## config.mk

```make
export PLATFORM = sky130hd
export DESIGN_NAME = prog_loader
export DESIGN_NICKNAME = d
export VERILOG_FILES = /design/src/rtl/prog_loader.sv
export SDC_FILE = /design/constraint.sdc
export NUM_CORES = 1
export LEC_CHECK = 0
export ABC_AREA = 1
export CORE_MARGIN = 2
export CORE_UTILIZATION = 35
export CTS_BUF_LIST = sky130_fd_sc_hd__clkbuf_4 sky130_fd_sc_hd__clkbuf_8 sky130_fd_sc_hd__clkbuf_16
export CTS_CLUSTER_DIAMETER = 80
export DETAILED_ROUTE_END_ITERATION = 8
export PLACE_DENSITY_LB_ADDON = 0.1
export SLEW_MARGIN = 15
export SYNTH_ARGS = -nofsm -noshare
export SYNTH_HDL_FRONTEND = slang
export SYNTH_SLANG_ARGS = --single-unit
```

## constraint.sdc

```tcl
create_clock -name clk -period 2.7 [get_ports clk]
set_input_delay 0.27 -clock clk [delete_from_list [all_inputs] [get_ports clk]]
set_output_delay 0.27 -clock clk [all_outputs]
set_load 0.02 [all_outputs]
```

## src/rtl/prog_loader.sv

```systemverilog
// Program loader: buffers host instruction words, then replays them into the processor
// as a burst of load pulses before switching the processor into execute mode.
module prog_loader #(
  parameter int unsigned DEPTH = 16,
  parameter int unsigned IW    = 8
) (
  input  logic          clk,
  input  logic          rst,
  input  logic          host_valid,
  input  logic [IW-1:0] host_data,
  output logic          host_ready,
  input  logic          start,
  input  logic          abort,
  output logic          state,
  output logic          load,
  output logic [IW-1:0] instr,
  output logic          busy,
  output logic [4:0]    count
);

  localparam int unsigned AW       = (DEPTH > 1) ? $clog2(DEPTH) : 1;
  localparam logic [4:0]  DepthCnt = 5'(DEPTH);

  typedef enum logic [1:0] {StIdle, StIssue, StRun} fsm_e;

  fsm_e          fsm_q;
  logic [4:0]    wr_ptr_q;
  logic [4:0]    rd_ptr_q;
  logic [IW-1:0] prog_mem [DEPTH];

  logic          xfer;
  logic          launch;
  logic [IW-1:0] first_word;

  always_comb begin
    host_ready = (fsm_q == StIdle) && (count < DepthCnt);
    xfer       = host_valid && host_ready && !abort;
    launch     = (fsm_q == StIdle) && start && !abort && ((count != 5'd0) || xfer);
    // An empty buffer can only launch on a same-cycle write, so word 0 is still on the bus.
    first_word = (count == 5'd0) ? host_data : prog_mem[0];
  end

  always_ff @(posedge clk) begin
    if (xfer) begin
      prog_mem[wr_ptr_q[AW-1:0]] <= host_data;
    end
  end

  always_ff @(posedge clk or posedge rst) begin
    if (rst) begin
      fsm_q    <= StIdle;
      wr_ptr_q <= 5'd0;
      rd_ptr_q <= 5'd0;
      count    <= 5'd0;
      state    <= 1'b0;
      load     <= 1'b0;
      instr    <= '0;
      busy     <= 1'b0;
    end else if (abort) begin
      fsm_q    <= StIdle;
      wr_ptr_q <= 5'd0;
      rd_ptr_q <= 5'd0;
      count    <= 5'd0;
      state    <= 1'b0;
      load     <= 1'b0;
      instr    <= '0;
      busy     <= 1'b0;
    end else begin
      case (fsm_q)
        StIdle: begin
          if (xfer) begin
            wr_ptr_q <= wr_ptr_q + 5'd1;
            count    <= count + 5'd1;
          end
          // Word 0 goes out on the launch edge; rd_ptr_q then names the next word to issue.
          if (launch) begin
            fsm_q    <= StIssue;
            busy     <= 1'b1;
            load     <= 1'b1;
            state    <= 1'b0;
            instr    <= first_word;
            rd_ptr_q <= 5'd1;
          end
        end
        StIssue: begin
          if (rd_ptr_q == count) begin
            fsm_q <= StRun;
            load  <= 1'b0;
            state <= 1'b1;
          end else begin
            instr    <= prog_mem[rd_ptr_q[AW-1:0]];
            rd_ptr_q <= rd_ptr_q + 5'd1;
          end
        end
        StRun: begin
          fsm_q <= StRun;
        end
        default: begin
          fsm_q <= StIdle;
        end
      endcase
    end
  end

endmodule

```

==> summary by stage <==
GRT
The first global-routing pass estimated between 20000 and 30000 um of wire. After global routing the overflow that remains totals 0. The number of global-route vias before repair is around 5200.

The number of antenna violations at the first check in global routing is 0. The global-route usage over all layers is 18.3%. Entering global routing, the biggest net connects 69 pins.

STA
The part of the cycle the worst path needs is 87.1%. Setup repair after global routing left no endpoint under its margin. The total negative slack for setup checks is 0 ns. The normalized max-slew margin is roughly half. The worst clock skew on the final layout is around 0.011 ns. The smallest clock period supported by the final layout is computed as 2.35 ns.

Setup violations remaining at the end of the flow were counted as 0. The number of endpoints with negative hold slack in the final report is 0. The number of slew-limit violations in the final report is 0. The measured slew at the worst slew-check pin is approximately 0.78 ns. The fmax is roughly 420 MHz. The slack of the critical path is around 0.35 ns.

Routing
The number of violations reported at the end of detailed-routing iteration 0 is ~380. The first detailed-routing pass ran for 7 iterations. The average wire per standard cell is about 17 um. The detail route stage leaves a number of antenna-violating nets equal to 0.

Wires add up to about 19000 um. The via-per-instance ratio is 4.68. For this block, the via count after detailed routing is slightly above 5000. For this run, design rule violations remaining after detail routing come to 0.

Setup path
The nature of the critical path endpoint is a register. The signal arrival time at the worst endpoint is about 2.4 ns. Traced cell by cell, the critical path runs through inv_1, ha_1, inv_1, nor2_2, nand3_4, inv_1, nand3_1, nor2_1. The largest driver fanout on the critical path is 8. The endpoint identified for the worst register-to-register timing path is prog_mem[1][7]$_DFFE_PP_.

On the worst path, the slowest cell contributes a delay of about 0.53 ns. The largest individual stage delay along the critical path comes from the cell sky130_fd_sc_hd__nor2_1. For the worst flop-to-flop path, the logic depth is 8. The beginning of the worst register-to-register path is fsm_q[1]$_DFFE_PP0P_.

In this run the register-to-register setup slack is about 0.35 ns. At the worst endpoint, the required time is roughly 2.8 ns. The most numerous cell on the critical path is sky130_fd_sc_hd__inv_1. The launching element type of the critical path is a register. The setup path with the least slack is of type reg -> reg.

Placement
The wire-length estimate of the detail-placed layout is ~13000 um. At the end of routability-driven placement, the weighted congestion stood at 0.922. Port buffering added 29 buffers. The number of instances in the placed design is around 1100.

The pre-CTS setup slack is 0.321 ns.

Yosys
In this run, synthesis produced a sequential element count of between 150 and 200. The number of flops mapped to enable cells by yosys is approximately 130. Synthesis produced a netlist whose cell count is 754. The fraction of registers with async set/reset is ~17%.

The most used flip-flop cell after synthesis is sky130_fd_sc_hd__edfxtp_1. The mapped netlist covers ~0.0072 mm2. The net count after synthesis is between 700 and 800. The number of different library cells used by synthesis comes to 33.

For this run, the number of Yosys warnings is 0. The share of the yosys chip area belonging to registers is between 60% and 70%. A synthesized cell averages around 9.6 um2.

Clocking
The clock-pin slew of the registers on the worst-case setup and hold paths is approximately 0.070 ns. The post-cts gate resize count is 0. Counting the buffers created by CTS gives 17. At the later pin of the worst-skew pair, clock insertion delay measures around 0.43 ns. The cts-stage hold buffer count is 0. The clock passes through at most 2 buffers.

Post-CTS timing repair inserted 0 buffers for setup. Clock tree synthesis found a total of 155 sinks. TritonCTS built the clock tree. CTS built an H-tree with a depth of 4. The tree is rooted in a sky130_fd_sc_hd__clkbuf_16.

Die
The count of standard-cell rows is 52. The die is around 150 um wide. 30 I/O pins were placed.

The core region is a little over 0.02 mm2. Once the floorplan was initialized, standard cells occupied between 30% and 40% of the core. The height of the die is around 150 um. The die outline area is about 0.022 mm2.

Power
The peak supply drop is around 0.5 mV. Dividing total power by cell area gives a power density of 928 mW/mm2. Summed over all cells, the static leakage comes to between 3 and 4 nW.

Layout
The most common cell after layout, fill and taps aside is sky130_fd_sc_hd__nand2_1. The flip-flop and latch area is around 0.0045 mm2. The final net count is just over 800.

In the final layout, the multi-input gates occupy ~0.0021 mm2. The area growth from synthesis to layout is 18.5%. At the end of the flow the core is filled with cells to between 40% and 50%. The share of post-route cells with drive strength above 1 is between 10% and 20%.

The count of cells in the finished layout, fillers not included, comes to ~1100. The filler cell count in the final layout is approximately 2000. Leaving out fill and tap cells, the most frequent cells in the layout are 246 x sky130_fd_sc_hd__nand2_1, 128 x sky130_fd_sc_hd__edfxtp_1, 100 x sky130_fd_sc_hd__inv_1.

Status
The run finished with clean final reports.

Run
The count of max-cap constraint violations is 0.

Hold path
The path class of the lowest-slack min-delay path is in -> async.
-- per-layer routing --
layer	up-vias	GRT usage [%]	part of all wire, %	wire length [um]
li1	2527	-	-	-
met1	2426	24.4	47	8930
met2	113	29.8	47	8870
met3	25	3.80	3.4	647
met4	0	6.35	2.2	420
met5	-	0	0	0
-- logic make-up after synthesis --
group                      count (synthesis)  share of synthesized area, %
DFF                                      155                          62.6
xor gates and xnor gates                   1                         0.121
buffers and inverters                    133                          7.67
and+or+nand+nor                          408                          24.2
adders and majority gates                  9                          1.56
AOI/OAI and AO/OA                         48                          3.82
-- per-stage QoR --
| step | total power (W) | hold slack (ns) | area [um2] |
|---|---|---|---|
| final | 0.00793 | 0.214 | 8550 |
| after global routing | 0.00842 | 0.255 | 8550 |
| after CTS | 0.00799 | 0.221 | 8550 |
| after detailed placement | 0.00544 | 0.487 | 7930 |
| after global placement | 0.00544 | 0.481 | 7930 |
| after floorplan | 0.00469 | 0.323 | 7210 |
-- how the worst max path moves through the flow --
| stage | start | to | slack [ns] | cells past startpoint |
|---|---|---|---|---|
| 2_1_floorplan | fsm_q[0]$_DFFE_PP0P_ | prog_mem[7][0]$_DFFE_PP_ | 0.36 | 6 |
| 3_3_place_gp | abort | prog_mem[1][4]$_DFFE_PP_ | 0.47 | 6 |
| 3_5_place_dp | fsm_q[1]$_DFFE_PP0P_ | prog_mem[1][5]$_DFFE_PP_ | 0.32 | 8 |
| 4_1_cts | fsm_q[1]$_DFFE_PP0P_ | prog_mem[1][7]$_DFFE_PP_ | 0.33 | 8 |
| 5_1_grt | fsm_q[0]$_DFFE_PP0P_ | prog_mem[1][7]$_DFFE_PP_ | 0.12 | 8 |
| 6_report | fsm_q[1]$_DFFE_PP0P_ | prog_mem[1][7]$_DFFE_PP_ | 0.35 | 8 |
-- registers in the layout, summed over array words and instances, names as in the netlist --
name / cells
prog_mem: 128
wr_ptr_q: 4
state: 1
busy: 1
rd_ptr_q: 5
instr: 8
fsm_q: 2
load: 1
count: 5
-- critical path: cells and delay by family, from the launching register on --
kind | cells | cell delay, ns
simple gates | 4 | 1.04
flops | 1 | 0.37
buf+inv | 3 | 0.37
fa+ha+maj | 1 | 0.18
-- report_power, final --
| group | internal (W) | switching [W] |
|---|---|---|
| sequential | 0.00275 | 0.0000856 |
| clock | 0.00156 | 0.000976 |
| combinational | 0.000814 | 0.00174 |
| total | 0.00513 | 0.00281 |
-- cell usage after synthesis (5+ instances only) --
cell	n	share of area (%)
sky130_fd_sc_hd__nand2_1	246	13
sky130_fd_sc_hd__dfrtp_1	27	9.4
sky130_fd_sc_hd__nor3_1	8	0.55
sky130_fd_sc_hd__buf_2	13	0.90
sky130_fd_sc_hd__inv_1	100	5.2
sky130_fd_sc_hd__o21ai_0	25	1.7
sky130_fd_sc_hd__a21oi_1	8	0.55
sky130_fd_sc_hd__nand3_1	63	4.4
sky130_fd_sc_hd__o21ai_1	6	0.42
sky130_fd_sc_hd__buf_4	5	0.52
sky130_fd_sc_hd__edfxtp_1	128	53
sky130_fd_sc_hd__nor2_2	6	0.52
sky130_fd_sc_hd__ha_1	9	1.6
sky130_fd_sc_hd__clkbuf_1	6	0.31
sky130_fd_sc_hd__nor2_1	67	3.5
-- cell type report --
cell class              instances  area share [%]
clock inverters                14            2.24
inverters                     105            4.64
clock buffers                  18            5.06
repair buffers                 59            6.17
diodes                          1          0.0293
well taps                     270            3.95
flip-flops and latches        155            52.9
multi-input cells             466            25.0
No activity file was read; power rests on OpenSTA's default activity.
